===== config.mk =====
export PLATFORM = sky130hd
export DESIGN_NAME = act_led_ctrl
export DESIGN_NICKNAME = d
export VERILOG_FILES = /design/src/rtl/act_led_pkg.sv /design/src/rtl/act_blink.sv /design/src/rtl/act_led_ctrl.sv
export SDC_FILE = /design/constraint.sdc
export NUM_CORES = 1
export LEC_CHECK = 0
export CORE_MARGIN = 3
export CORE_UTILIZATION = 40
export DETAILED_ROUTE_END_ITERATION = 8
export PLACE_DENSITY_LB_ADDON = 0.25
export SLEW_MARGIN = 20
export SYNTH_ARGS = -nofsm -noshare
export SYNTH_HDL_FRONTEND = slang
export SYNTH_SLANG_ARGS = --single-unit

===== constraint.sdc =====
create_clock -name clk -period 2.1 [get_ports clk]
set_clock_uncertainty 0.1 [all_clocks]
set_input_delay 0.21 -clock clk [delete_from_list [all_inputs] [get_ports clk]]
set_output_delay 0.21 -clock clk [all_outputs]
set_load 0.05 [all_outputs]

===== src/rtl/act_led_pkg.sv =====
// ==== act_led_pkg : shared types/constants for activity LED control (rev 1.0) ====
`default_nettype none

package act_led_pkg;

    typedef enum logic [1:0] {
        ST_IDLE = 2'd0,
        ST_ON   = 2'd1,
        ST_OFF  = 2'd2
    } blink_state_t;

    localparam int MASK_LEN = 3;
    localparam int HB_TICKS = 500;
    localparam int HB_W     = 9;

    function automatic int ms_div(input int clk_hz);
        return clk_hz / 1000;
    endfunction

endpackage

`default_nettype wire


===== src/rtl/act_blink.sv =====
// ==== act_blink : per-channel sync, edge detect and blink FSM (rev 1.0) ====
`default_nettype none

module act_blink
    import act_led_pkg::*;
#(
    parameter int ON_MS  = 50,
    parameter int OFF_MS = 50
) (
    input  logic clk,
    input  logic reset_n,
    input  logic act_in,
    input  logic ms_tick,
    input  logic ev_en,
    output logic led_out,
    output logic busy
);

    localparam int TMAX = (ON_MS > OFF_MS) ? ON_MS : OFF_MS;
    localparam int TW   = $clog2(TMAX + 1);
    localparam logic [TW-1:0] ON_LOAD  = TW'(ON_MS);
    localparam logic [TW-1:0] OFF_LOAD = TW'(OFF_MS);
    localparam logic [TW-1:0] ONE      = TW'(1);

    logic sync1, sync2, hist;
    logic act_evt;

    always_ff @(posedge clk) begin
        if (!reset_n) begin
            sync1 <= 1'b0;
            sync2 <= 1'b0;
            hist  <= 1'b0;
        end else begin
            sync1 <= act_in;
            sync2 <= sync1;
            hist  <= sync2;
        end
    end

    // Any change counts as activity; ev_en suppresses the reset-release transient.
    assign act_evt = ev_en & (sync2 ^ hist);

    blink_state_t    state, state_nx;
    logic [TW-1:0]   timer, timer_nx;
    logic            pending, pending_nx;

    always_ff @(posedge clk) begin
        if (!reset_n) begin
            state   <= ST_IDLE;
            timer   <= '0;
            pending <= 1'b0;
        end else begin
            state   <= state_nx;
            timer   <= timer_nx;
            pending <= pending_nx;
        end
    end

    always_comb begin
        state_nx   = state;
        timer_nx   = timer;
        pending_nx = pending;
        case (state)
            ST_IDLE: begin
                if (act_evt) begin
                    state_nx   = ST_ON;
                    timer_nx   = ON_LOAD;
                    pending_nx = 1'b0;
                end
            end
            ST_ON: begin
                if (act_evt) pending_nx = 1'b1;
                if (ms_tick) begin
                    if (timer == ONE) begin
                        state_nx = ST_OFF;
                        timer_nx = OFF_LOAD;
                    end else begin
                        timer_nx = timer - ONE;
                    end
                end
            end
            ST_OFF: begin
                if (ms_tick && timer == ONE) begin
                    // An event landing on the exit cycle still earns a blink.
                    if (pending || act_evt) begin
                        state_nx = ST_ON;
                        timer_nx = ON_LOAD;
                    end else begin
                        state_nx = ST_IDLE;
                        timer_nx = '0;
                    end
                    pending_nx = 1'b0;
                end else begin
                    if (act_evt) pending_nx = 1'b1;
                    if (ms_tick) timer_nx = timer - ONE;
                end
            end
            default: begin
                state_nx   = ST_IDLE;
                timer_nx   = '0;
                pending_nx = 1'b0;
            end
        endcase
    end

    assign led_out = (state == ST_ON);
    assign busy    = (state != ST_IDLE);

endmodule

`default_nettype wire


===== src/rtl/act_led_ctrl.sv =====
// ==== act_led_ctrl : multi-channel activity LED stretcher with ms prescaler (rev 1.0) ====
// ==== Optional heartbeat LED enabled by defining ACT_LED_HEARTBEAT_EN ====
`default_nettype none

module act_led_ctrl
    import act_led_pkg::*;
#(
    parameter int CLK_HZ = 50000000,
    parameter int NCH    = 4,
    parameter int ON_MS  = 50,
    parameter int OFF_MS = 50
) (
    input  logic           clk,
    input  logic           reset_n,
    input  logic [NCH-1:0] act_in,
    output logic [NCH-1:0] led_out,
    output logic           busy,
    output logic           hb_out
);

    localparam int MS_DIV = ms_div(CLK_HZ);
    localparam int PW     = $clog2(MS_DIV + 1);
    localparam logic [PW-1:0] PRE_LAST = PW'(MS_DIV - 1);
    localparam int MW     = $clog2(MASK_LEN + 1);
    localparam logic [MW-1:0] MASK_DONE = MW'(MASK_LEN);

    logic [PW-1:0]  pre_cnt;
    logic           ms_tick;
    logic [MW-1:0]  mask_cnt;
    logic           ev_en;
    logic [NCH-1:0] ch_busy;

    always_ff @(posedge clk) begin
        if (!reset_n)     pre_cnt <= '0;
        else if (ms_tick) pre_cnt <= '0;
        else              pre_cnt <= pre_cnt + PW'(1);
    end

    assign ms_tick = (pre_cnt == PRE_LAST);

    always_ff @(posedge clk) begin
        if (!reset_n)                 mask_cnt <= '0;
        else if (mask_cnt != MASK_DONE) mask_cnt <= mask_cnt + MW'(1);
    end

    assign ev_en = (mask_cnt == MASK_DONE);

    for (genvar i = 0; i < NCH; i++) begin : g_ch
        act_blink #(
            .ON_MS  (ON_MS),
            .OFF_MS (OFF_MS)
        ) u_blink (
            .clk     (clk),
            .reset_n (reset_n),
            .act_in  (act_in[i]),
            .ms_tick (ms_tick),
            .ev_en   (ev_en),
            .led_out (led_out[i]),
            .busy    (ch_busy[i])
        );
    end

    assign busy = |ch_busy;

`ifdef ACT_LED_HEARTBEAT_EN
    logic [HB_W-1:0] hb_cnt;
    logic            hb_q;

    // Toggle every HB_TICKS ms gives a 1 Hz blink.
    always_ff @(posedge clk) begin
        if (!reset_n) begin
            hb_cnt <= '0;
            hb_q   <= 1'b0;
        end else if (ms_tick) begin
            if (hb_cnt == HB_W'(HB_TICKS - 1)) begin
                hb_cnt <= '0;
                hb_q   <= ~hb_q;
            end else begin
                hb_cnt <= hb_cnt + HB_W'(1);
            end
        end
    end

    assign hb_out = hb_q;
`else
    assign hb_out = 1'b0;
`endif

endmodule

`default_nettype wire

# Word level (Yosys, flattened, before mapping)
# Index checks and enable logic that the tools add are counted.
# word_totals
regBits,66
rom_bits,0
inputBits,6
ram_bits,0
latch_bits,0
mem_count,0
out_inout_bits,6
elab_cells,170
# classes
bitwise_logic,9
n_div,0
multipliers,0
muxes,68
addsub,6
order_cmp,0
reduce_logical,26
eq_ne,35
shifts,0
# ops
operator,count
$mux 6,24
$pmux 6 s3,4
$mux 2,16
$eq 6x1->1 const B,4
$pmux 2 s3,4
$sub 6x1->6 const B,4
$ne 2x1->1 const B,9
$add 16x1->16 const B,1
$eq 16x16->1 const B,1
$mux 1,16
$ne 2x2->1 const B,8
$reduce_and 4->1,4
$pmux 1 s3,4
$reduce_and 3->1,4
$eq 2x2->1 const B,5
$ne 3x2->1 const B,3
$eq 2x1->1 const B,4
$logic_not 2->1,4
$reduce_bool 2->1,4
$and 1x1->1,4
$logic_and 1x1->1,4
$logic_or 1x1->1,4
$reduce_or 4->1,1
$xor 1x1->1,4
other kinds (4),4

# Depth between registers and ports, before layout
# depth
word_depth,6
mapped_depth,8
ltp_nobuf,7

# Hierarchy
# Synthesis repeated with hierarchy kept, for this count alone.
# unflattened
cells_unflattened,417
hier_area_um2,3582.2
# by_module_without_submodules
module,instances,cells_each,area_per_inst_um2,seq_area_each_um2
act_blink,4,82,688.2,240.2
act_led_ctrl,1,89,829.5,360.3

# Worst setup path before layout
# No wires, ideal clock.
# synth_path
path_type,register -> register
startpoint,register pre_cnt[0]
endpoint,register g_ch[0].u_blink.timer[2]
setup_ps,71
arrival_time_ps,1940
synth_period_minus_slack_ps,2111
path_buffers,2
slack_ps,-11
path_stages_with_launch,9
t_required_ps,1929
path_cell_list,dfxtp_1 ha_1 and3_1 clkbuf_1 nand4_1 clkbuf_1 nor4_1 nand3b_1 a21oi_1
# synth_via
elab_chain_cells,4
word_cells_on_any_way,7
classes_between,eq/ne (3); mux (2); reduce/logical (2)
# synth_rtl
element,line_no,text
start: declaration,act_led_ctrl.sv:27,logic [PW-1:0] pre_cnt;
start signal: assignment,act_led_ctrl.sv:36,else pre_cnt <= pre_cnt + PW'(1);
$eq 16x16->1 *,act_led_ctrl.sv:39,assign ms_tick = (pre_cnt == PRE_LAST);
$logic_and 1x1->1,act_blink.sv:83,if (ms_tick && timer == ONE) begin
$ne 3x1->1 (no line) / $mux 6 (equally long branches),n/a,
$reduce_and 3->1 (no line) / $pmux 6 s3 (equally long branches),n/a,
end signal: assignment,act_blink.sv:54,timer <= timer_nx;
end: declaration,act_blink.sv:44,"logic [TW-1:0] timer, timer_nx;"
# Mark *: on every way between the ends. The rest lies on a longest branch, timed or not.
# A chain may end at the register's enable or synchronous reset.

# Worst setup path in the final report
# layout_path
startpoint,register pre_cnt[10]
endpoint,register g_ch[1].u_blink.state[0]
# layout_via
elab_chain_cells,4
word_cells_on_any_way,5
classes_between,eq/ne (3); reduce/logical (2)
# layout_rtl
element,line_no,text
$eq 16x16->1 *,act_led_ctrl.sv:39,
$logic_and 1x1->1,act_blink.sv:83,
$ne 2x1->1 (no line),n/a,
$reduce_and 4->1 (no line) *,n/a,
end signal: assignment,act_blink.sv:53,state <= state_nx;
end: declaration,act_blink.sv:43,"blink_state_t state, state_nx;"
# Marked as above.

==> results <==
- In this run the static leakage power is a little under 2 nW.
- The core footprint is 0.00933 mm2.
- The routed via count divided by cell count is between 5 and 6.
- Once layout is done, the placed cells without fillers occupy around 0.005 mm2.
- The critical path endpoint category is a flip-flop.
- The count of yosys warnings during synthesis is 0.
- The DRC violation total after the first TritonRoute iteration is 282.
- Dividing the final minimum period by the clock period gives 1.04.
- The overall via count from detail_route is between 3000 and 4000.
- The count of endpoints failing setup in the final report is 5.
- The timing-limited maximum frequency is around 460 MHz.
- Yosys mapped the design onto 60 distinct sky130hd cell types.
- The startpoint type of the worst setup path is a flip-flop.
- In the routed design, unresolved DRC markers number 0.
- The total congestion overflow is 0.
- The TritonCTS clock tree is done.
- Leaving out fill and tap cells, the most frequent cell in the layout is sky130_fd_sc_hd__buf_4.
- In this run the core area contains 35 standard-cell rows.
- The via count of the first global-routing pass is between 3000 and 4000.
- The checks that failed: setup timing.
- The average instance area after synthesis is 8.25 um2.
- The start-to-end type of the worst setup path is flip-flop to flip-flop.
- The initial antenna violation count is 0.
- The all-layer global routing usage is 0.175.
- The number of nets with antenna violations after routing is 0.
- The wire length of the first global-routing pass is ~16000 um.
- The count of endpoints failing hold in the final timing report is 0.
- Entering global routing, the biggest net connects 19 pins.
- The routed design has ~10000 um of wire.
- The worst-margin pin slew is ~0.53 ns.
- The library cells used most frequently in the layout, excluding fill and tap cells, are 72 x sky130_fd_sc_hd__buf_4, 56 x sky130_fd_sc_hd__dfxtp_1, 38 x sky130_fd_sc_hd__nor2_1.
- The post-placement setup slack is -0.168 ns.
- The total of max-cap violations is 0.
- The placed wire-length estimate is between 6000 and 7000 um.
- The count of input and output buffers is 10.
- Total power for the finished layout comes to approximately 4.7 mW.
- The number of instances in the placed design is 655.
- Synthesis inferred 66 register bits.
- The data arrival time of the worst path is between 2 and 2.5 ns.
- The TritonCTS sink count is between 60 and 70.
- Dividing total power by cell area gives a power density of between 900 and 1000 mW/mm2.
- The number of nets in the finished design is 577.
- The min-delay analysis places its worst path in the category flip-flop to flip-flop.
- The number of detailed-routing iterations run before antenna repair is 5.
- The largest buffer count on any clock path is 2.
- The die height is ~100 um.
- Counting flops with a built-in enable in the synthesized netlist gives 0.
- The number of nets in the synthesized netlist is between 500 and 600.
- Once layout is complete, the utilization of the core stands at 0.552.
- The number of diodes added for antenna fixing is 0.
- The most instantiated flip-flop cell in the synthesis netlist is sky130_fd_sc_hd__dfxtp_1.
- On the worst path, the slowest cell contributes a delay of ~0.55 ns.
- The flow ran to the end, but the final reports show violations.
- The highest fanout seen on the critical path is 5.
- The required time of the worst setup path is ~2.3 ns.
- The post-route worst setup slack is -0.0811 ns.
- The maximum ir drop on the vdd rail is approximately 770 uV.
- The insertion delay to the later sink of the worst-skew pair is around 0.35 ns.
- Compared with the post-synthesis result, the final layout area differs by 33.2%.
- The clock-pin slew of the registers on the worst-case setup and hold paths is around 0.08 ns.
- Traced cell by cell, the critical path runs through or4b_4, nor4_4, buf_6, a21oi_2, or4_1, a21oi_1.
- The final critical delay including setup and external delays is roughly 2.2 ns.
- TritonCTS created 9 clock buffers.
- On the final layout, the worst hold slack is approximately 0.33 ns.
- The remaining max-slew budget at the tightest pin is 0.648.
- The number of pins exceeding their max-slew limit in the final report is 0.
- The final setup TNS is -0.276 ns.
- Summing all placed instances gives a cell area of 0.00452 mm2.
- The initial cell density of the core is 0.415.
- The mapped netlist covers 0.00387 mm2.
- At the end of routability-driven placement, the weighted congestion stood at approximately 0.85.
- The cell type of the slowest stage on the worst timing path is sky130_fd_sc_hd__or4b_4.
- The root buffer cell chosen for the clock tree is sky130_fd_sc_hd__clkbuf_8.
- The gate family responsible for the most delay along the worst path is simple AND/OR/NAND/NOR gates.
- The number of levels the H-tree was split into is 3.
- The fraction of the yosys area taken by sequential cells is 0.342.
- The die is about 100 um wide.
- The proportion of layout cells with a drive suffix above 1 is 0.264.
- Setup repair after global routing could not meet its margin everywhere.
- The floorplan die area is between 0.01 and 0.015 mm2.
- The number of primary I/O pins is 12.
- The routed wire length per instance is between 10 and 15 um.
- The number of buffers and inverters on the critical path is 1.
- The proportion of synthesized flip-flops having asynchronous set or reset is 0.
- The finished layout holds around 680 standard cells, fillers aside.
- The gate count after technology mapping is between 400 and 500.
registers in the layout, indices dropped and copies added, names as in the netlist:
name and cells:
g_ch.u_blink.sync1 4, pre_cnt 16, g_ch.u_blink.pending 4, g_ch.u_blink.timer 24
mask_cnt 2, g_ch.u_blink.hist 4, g_ch.u_blink.sync2 4, g_ch.u_blink.state 8
final timing paths:
| check | from | end | slack, ns | depth (start not counted) |
|---|---|---|---|---|
| min | pre_cnt[0]$_SDFF_PP0_ | pre_cnt[0]$_SDFF_PP0_ | 0.33 | 1 |
| max reg2reg | pre_cnt[10]$_SDFF_PP0_ | g_ch[1].u_blink.state[0]$_SDFFE_PN0P_ | -0.08 | 6 |
| min reg2reg | pre_cnt[0]$_SDFF_PP0_ | pre_cnt[0]$_SDFF_PP0_ | 0.33 | 1 |
| max | pre_cnt[10]$_SDFF_PP0_ | g_ch[1].u_blink.state[0]$_SDFFE_PN0P_ | -0.08 | 6 |
metal layers:
| metal | track usage | vias to the layer above | share of wire |
|---|---|---|---|
| li1 | - | 1863 | - |
| met1 | 0.233 | 1827 | 0.48 |
| met2 | 0.289 | 86 | 0.47 |
| met3 | 0.0273 | 17 | 0.035 |
| met4 | 0.0598 | 0 | 0.017 |
| met5 | 0 | - | 0 |
Yosys cell counts, drive strengths merged, types with 2 or more instances:
library cell	instances	area share
nand2	25	0.024
nand2b	3	0.0049
inv	28	0.027
nand4bb	2	0.0058
nor4bb	2	0.0052
xnor2	13	0.029
nand3	19	0.025
or4b	4	0.011
a41o	2	0.0052
and2	15	0.024
nand3b	2	0.0039
a21oi	40	0.053
o22ai	6	0.0097
o21ai	27	0.036
nor4	8	0.017
a21o	7	0.014
and3	4	0.0065
nand4	6	0.0097
o2111ai	4	0.0091
o221ai	4	0.0091
buf	8	0.014
a41oi	2	0.0045
dfxtp	66	0.34
or4	4	0.0078
nor3	16	0.021
a31oi	8	0.013
a22o	2	0.0045
a22oi	2	0.0039
or3	10	0.016
o41ai	6	0.014
a21boi	9	0.017
o211ai	4	0.0078
nor2	39	0.038
or2	4	0.0065
xor2	8	0.018
a211oi	5	0.0097
mux2i	2	0.0052
o21bai	2	0.0039
ha	26	0.084
clkbuf	11	0.011
o311ai	4	0.0091
report_power, final:
group | switching, mW | leakage, nW | internal, mW
Combinational | 1.06 | 1.31 | 0.765
Sequential | 0.156 | 0.541 | 1.40
Clock | 0.509 | 0.126 | 0.850
layout make-up:
cell class / instances / area, um2
sequential: 66 / 1330
fill: 805 / 4180
clock inverter: 4 / 98.8
multi-input combinational: 356 / 2630
clock buffer: 11 / 151
inverter: 28 / 105
tap: 129 / 161
timing repair buffer: 84 / 667
what timing repair did:
item / 4_1_cts / 5_1_grt
buffers inserted: 1 / 5
gates cloned: 0 / 2
resized for setup: 9 / 53
hold endpoints to repair: 0 / 0
setup endpoints to repair: 20 / 29
pin swaps: 0 / 25
hold buffers: 0 / 0
logic make-up after synthesis:
logic type | share of synthesized area
muxes | 0.00518
xor gates and xnor gates | 0.0476
AOI/OAI and AO/OA | 0.234
adders and majority gates | 0.0841
and+or+nand+nor | 0.235
buffers and inverters | 0.0518
other | 0.000970
DFF | 0.342
No activity file was read; power rests on OpenSTA's default activity.
